**config.mk**
```make
export PLATFORM = sky130hd
export DESIGN_NAME = wb_arbiter2
export DESIGN_NICKNAME = d
export VERILOG_FILES = /design/src/rtl/wb_pkg.sv /design/src/rtl/wb_arb_timer.sv /design/src/rtl/wb_arbiter2.sv
export SDC_FILE = /design/constraint.sdc
export NUM_CORES = 1
export LEC_CHECK = 0
export ABC_AREA = 1
export BUFFER_PORTS_ARGS = -buffer_cell sky130_fd_sc_hd__clkbuf_2
export CAP_MARGIN = 40
export CORE_AREA = 2 2 122 124
export CTS_BUF_LIST = sky130_fd_sc_hd__clkbuf_16
export DETAILED_ROUTE_END_ITERATION = 8
export DIE_AREA = 0 0 124 126
export SETUP_SLACK_MARGIN = 0.3
export SYNTH_ARGS = -nofsm -noshare
export SYNTH_HDL_FRONTEND = slang
export SYNTH_HIERARCHICAL = 1
export SYNTH_SLANG_ARGS = --single-unit
```
**constraint.sdc**
```tcl
create_clock -name clk -period 3.15 [get_ports clk]
set_clock_uncertainty 0.15 [all_clocks]
set_input_delay 0.4725 -clock clk [delete_from_list [all_inputs] [get_ports clk]]
set_output_delay 0.4725 -clock clk [all_outputs]
set_load 0.01 [all_outputs]
```
**src/rtl/wb_pkg.sv**
```systemverilog
// Shared encodings for the two-master Wishbone arbiter.
package wb_pkg;

  typedef enum logic [1:0] {
    IDLE = 2'd0,
    GNT0 = 2'd1,
    GNT1 = 2'd2
  } arb_state_t;

  localparam logic M_INST = 1'b0;
  localparam logic M_DATA = 1'b1;

  // Winner of a simultaneous request: fixed priority favours the instruction port.
  function automatic logic tie_winner(input bit fixed_prio, input logic last_gnt);
    return fixed_prio ? M_INST : ~last_gnt;
  endfunction

endpackage

```
**src/rtl/wb_arb_timer.sv**
```systemverilog
// Watchdog for a granted bus cycle: counts strobe cycles without ack, saturating.
module wb_arb_timer #(
  parameter int TIMEOUT = 1024
) (
  input  logic clk,
  input  logic reset,
  input  logic clr,
  input  logic run,
  output logic expire
);

  localparam int W = (TIMEOUT > 0) ? $clog2(TIMEOUT + 1) : 1;
  localparam logic [W-1:0] LAST = W'((TIMEOUT > 0) ? TIMEOUT - 1 : 0);
  localparam logic [W-1:0] SAT  = W'(TIMEOUT);

  logic [W-1:0] cnt;

  always_ff @(posedge clk) begin
    if (reset || clr)
      cnt <= '0;
    else if (run && cnt != SAT)
      cnt <= cnt + W'(1);
  end

  // TIMEOUT == 0 disables the watchdog entirely.
  assign expire = (TIMEOUT > 0) && run && (cnt == LAST);

endmodule

```
**src/rtl/wb_arbiter2.sv**
```systemverilog
// Two-master Wishbone classic arbiter in front of the shared RAM slave port.
module wb_arbiter2
  import wb_pkg::*;
#(
  parameter bit FIXED_PRIO = 1'b0,
  parameter int TIMEOUT    = 1024
) (
  input  logic        clk,
  input  logic        reset,
  input  logic [31:0] m0_addr,
  input  logic [31:0] m0_wdata,
  input  logic [3:0]  m0_sel,
  input  logic        m0_we,
  input  logic        m0_cyc,
  input  logic        m0_stb,
  output logic [31:0] m0_rdata,
  output logic        m0_ack,
  output logic        m0_err,
  input  logic [31:0] m1_addr,
  input  logic [31:0] m1_wdata,
  input  logic [3:0]  m1_sel,
  input  logic        m1_we,
  input  logic        m1_cyc,
  input  logic        m1_stb,
  output logic [31:0] m1_rdata,
  output logic        m1_ack,
  output logic        m1_err,
  output logic [31:0] s_addr,
  output logic [31:0] s_wdata,
  output logic [3:0]  s_sel,
  output logic        s_we,
  output logic        s_cyc,
  output logic        s_stb,
  input  logic [31:0] s_rdata,
  input  logic        s_ack
);

  arb_state_t state;
  logic       last_gnt;
  logic       gnt, own, g_cyc, g_stb, expire;

  assign gnt   = (state != IDLE);
  assign own   = (state == GNT1);
  assign g_cyc = own ? m1_cyc : m0_cyc;
  assign g_stb = own ? m1_stb : m0_stb;

  // An ack in the same cycle keeps run low, so a real ack always beats the timeout.
  wb_arb_timer #(.TIMEOUT(TIMEOUT)) u_timer (
    .clk    (clk),
    .reset  (reset),
    .clr    (!gnt || s_ack || !g_stb),
    .run    (gnt && g_stb && !s_ack),
    .expire (expire)
  );

  always_ff @(posedge clk) begin
    if (reset) begin
      state    <= IDLE;
      last_gnt <= M_DATA;
    end else begin
      case (state)
        IDLE: begin
          if (m0_cyc && m1_cyc)
            state <= (tie_winner(FIXED_PRIO, last_gnt) == M_INST) ? GNT0 : GNT1;
          else if (m0_cyc)
            state <= GNT0;
          else if (m1_cyc)
            state <= GNT1;
        end
        GNT0, GNT1: begin
          // Always pass through IDLE so the slave sees cyc low between owners.
          if (expire || !g_cyc) begin
            state    <= IDLE;
            last_gnt <= own;
          end
        end
        default: state <= IDLE;
      endcase
    end
  end

  always_comb begin
    s_addr   = '0;
    s_wdata  = '0;
    s_sel    = '0;
    s_we     = 1'b0;
    s_cyc    = 1'b0;
    s_stb    = 1'b0;
    m0_rdata = '0;
    m0_ack   = 1'b0;
    m0_err   = 1'b0;
    m1_rdata = '0;
    m1_ack   = 1'b0;
    m1_err   = 1'b0;
    if (gnt) begin
      s_addr  = own ? m1_addr  : m0_addr;
      s_wdata = own ? m1_wdata : m0_wdata;
      s_sel   = own ? m1_sel   : m0_sel;
      s_we    = own ? m1_we    : m0_we;
      s_cyc   = g_cyc && !expire;
      s_stb   = g_stb && !expire;
      if (own) begin
        m1_ack   = s_ack;
        m1_rdata = s_rdata;
        m1_err   = expire;
      end else begin
        m0_ack   = s_ack;
        m0_rdata = s_rdata;
        m0_err   = expire;
      end
    end
  end

endmodule

```
==> flow_metrics.env <==
export IMPL_netlist_area_um2=2630
export IMPL_htree_num_levels=1
export IMPL_via_to_cell_ratio=4.09
export IMPL_area_growth_pct=68.6
export IMPL_min_delay_start="last_gnt"
export IMPL_drt_pass1_iterations=4
export IMPL_synth_lib_cells_used_distinct=26
export IMPL_clk_transition_reported_paths_ns=0.05
export IMPL_grt_antenna_before_repair=0
export IMPL_fin_nets=979
export IMPL_report_final_setup_viol=0
export IMPL_outcome="finished, final reports clean"
export IMPL_tritoncts_num_buffers=3
export IMPL_timing_critical_path_fanout_max=46
export IMPL_cts_sinks=14
export IMPL_leakagePower_nw=2.77
export IMPL_die_area_um2=15600
export IMPL_clk_root_buffer_cell="clkbuf_16"
export IMPL_reg2regPathDepth=10
export IMPL_synth_area_leader_cell="inv_1"
export IMPL_finalWorstSetupSlack_ns=0.536
export IMPL_core_area_um2=14300
export IMPL_fp_row_count=44
export IMPL_gp_congestion=0.802
export IMPL_slew_violations=0
export IMPL_final_min_period_over_clock_period=0.830
export IMPL_worstPathCellList="inv_1 > ha_2 > inv_2 > buf_4 > nand3_1 > o21ai_2 > clkbuf_2"
export IMPL_worstSetupStartpointType="flip-flop"
export IMPL_fp_dieW_um=124
export IMPL_drive_gt1_frac=0.474
export IMPL_worstSkewPairLatency_ns=0.24
export IMPL_placement_setup_worst_slack_ns=0.609
export IMPL_timing_setup_tns_ns=0
export IMPL_reg2reg_setup_slack_ns=1.09
export IMPL_clock_tree_buffer_depth=2
export IMPL_drc_violation_total_after_the_first_tritonroute_iteration=96
export IMPL_reg2reg_launch_point="state[0]"
export IMPL_remaining_drc_errors=0
export IMPL_dr_total_vias=4009
export IMPL_cap_violations=0
export IMPL_worst_slew_pin_slew_ns=0.488
export IMPL_power_density_of_the_placed_cells_nw_per_um2=668
export IMPL_detailedPlacementHpwl_um=9670
export IMPL_post_layout_total_power_mw=2.96
export IMPL_path_delay_family="buffers and inverters"
export IMPL_fp_dieH_um=126
export IMPL_synthesized_area_per_cell_um2=5.29
export IMPL_max_vdd_ir_drop_mv=0.379
export IMPL_hold_path_cell_count=2
export IMPL_globalRouteOverflowTotal=0
export IMPL_synth_yosys_seq_area_share=0.107
export IMPL_final_antenna_net_count=0
export IMPL_routedWlPerCell_um=11.9
export IMPL_whs_endpoint="last_gnt"
export IMPL_final_min_clock_period_ns=2.61
export IMPL_diodes=0
export IMPL_netlist_top_cells_area="inv_1, nand3_1, nor2_1"
export IMPL_grt_first_pass_wirelength_um=16500
export IMPL_cp_buffers_inverters=4
export IMPL_ff_latch_count_synth=14
export IMPL_ctsHoldBuffers=0
export IMPL_max_freq_mhz=383
export IMPL_worst_slew_margin_rel=0.675
export IMPL_worst_path_arrival_ns=1.99
export IMPL_port_buffer_count=315
export IMPL_route_final_wire_length_um=11600
export IMPL_number_of_cells_on_the_critical_path=7
export IMPL_postSynthCellCount=497
export IMPL_end_kind="output pin"
export IMPL_path_class="reg2out"
export IMPL_starting_utilization_of_the_core_area=0.184
export IMPL_gr_usage_all_layers=0.131
export IMPL_synth_yosys_warnings=6
export IMPL_slowest_stage="dfxtp_1"
export IMPL_grt_start_max_net_pins=47
export IMPL_syn_num_nets=679
export IMPL_cts_tree="yes"
export IMPL_hold_class="reg2reg"
export IMPL_floorplan_io_pins=316
export IMPL_required_ns=2.53
export IMPL_synth_top_area_frac=0.178
export IMPL_final_hold_viol_count=0
export IMPL_worst_r2r_endpoint="state[0]"
export IMPL_cp_slowest_stage_delay_ns=0.41
export IMPL_vias_in_the_first_global_route=3421
export IMPL_unrepaired_setup_endpoints_after_global_routing="false"
-- through the flow --
stage	hold slack (ns)	instances	instance area, µm²	utilization
CTS	0.315	978	4410	0.308
global route	0.362	979	4440	0.310
global placement	0.297	975	4330	0.303
detailed placement	0.302	975	4330	0.303
floorplan	0.278	497	2630	-
finish	0.319	979	4440	0.310
-- layout make-up --
cell class | instances | area, µm²
inverter | 127 | 477
tap | 184 | 230
fill | 1644 | 9880
timing repair buffer | 324 | 1660
multi-input combinational | 327 | 1720
sequential | 14 | 280
clock buffer | 3 | 75.1
-- Yosys cell counts (all sizes together) --
cell and count:
mux2i 1, inv 126, nor3 3, xor2 5, or2 1, nand3 82, nand4 3, clkbuf 14
clkinv 1, nand2 51, buf 16, nand3b 1, dfxtp 14, ha 5, a21oi 10, o21ai 72
nor2 92
-- cell families after synthesis --
group,synth area share
buffers and inverters,0.252
flip-flops,0.107
XOR/XNOR,0.0166
AO/OA/AOI/OAI,0.207
adder cells (fa/ha/maj),0.0238
multiplexers,0.00380
AND/OR/NAND/NOR,0.389
-- where the power goes --
part / internal [mW] / switching (mW) / total, mW
combinational: 0.899 / 1.61 / 2.51
sequential: 0.196 / 0.0138 / 0.210
clock: 0.166 / 0.0743 / 0.241
total: 1.26 / 1.70 / 2.96
-- repair_timing --
item | 4_1_cts | 5_1_grt
setup buffers | 0 | 0
resized for setup | 0 | 4
setup endpoints to repair | 0 | 14
-- worst max path at each step --
| stage | from | end | slack [ns] |
|---|---|---|---|
| after floorplan | state[0] | m0_err | 0.60 |
| after global placement | state[0] | s_cyc | 0.65 |
| after detailed placement | state[0] | s_cyc | 0.61 |
| after CTS | state[0] | s_cyc | 0.33 |
| after global routing | state[0] | s_cyc | 0.31 |
| final | state[1] | s_addr[2] | 0.54 |
-- tightest hold or removal path: cells and delay by family (launching register included) --
kind	cells	cell delay, ns
DFF	1	0.33
and+or+nand+nor	2	0.11
-- flip-flops by register name, summed over array words and instances, names as in the netlist --
name / flops
last_gnt: 1
u_timer/cnt: 11
state: 2
-- metal layers --
layer | global-route usage | up-vias | part of all wire
met5 | 0 | - | 0
met4 | 0.0198 | 0 | 0.0073
met3 | 0.0258 | 8 | 0.086
met2 | 0.248 | 190 | 0.51
met1 | 0.152 | 1698 | 0.40
li1 | - | 2113 | -
-- cells in the final DEF (no fill, tap or decap), drive strengths merged --
cell and instances:
nor3 3, ha 5, dfxtp 14, clkinv 1, clkbuf 318, nand2 51
buf 9, or2 2, xor2 5, a21oi 10, o21ai 72, mux2i 1
nor2 92, nand3 82, inv 126, nand4 3, nand3b 1
Note: power is estimated with default switching activity, not from simulation.
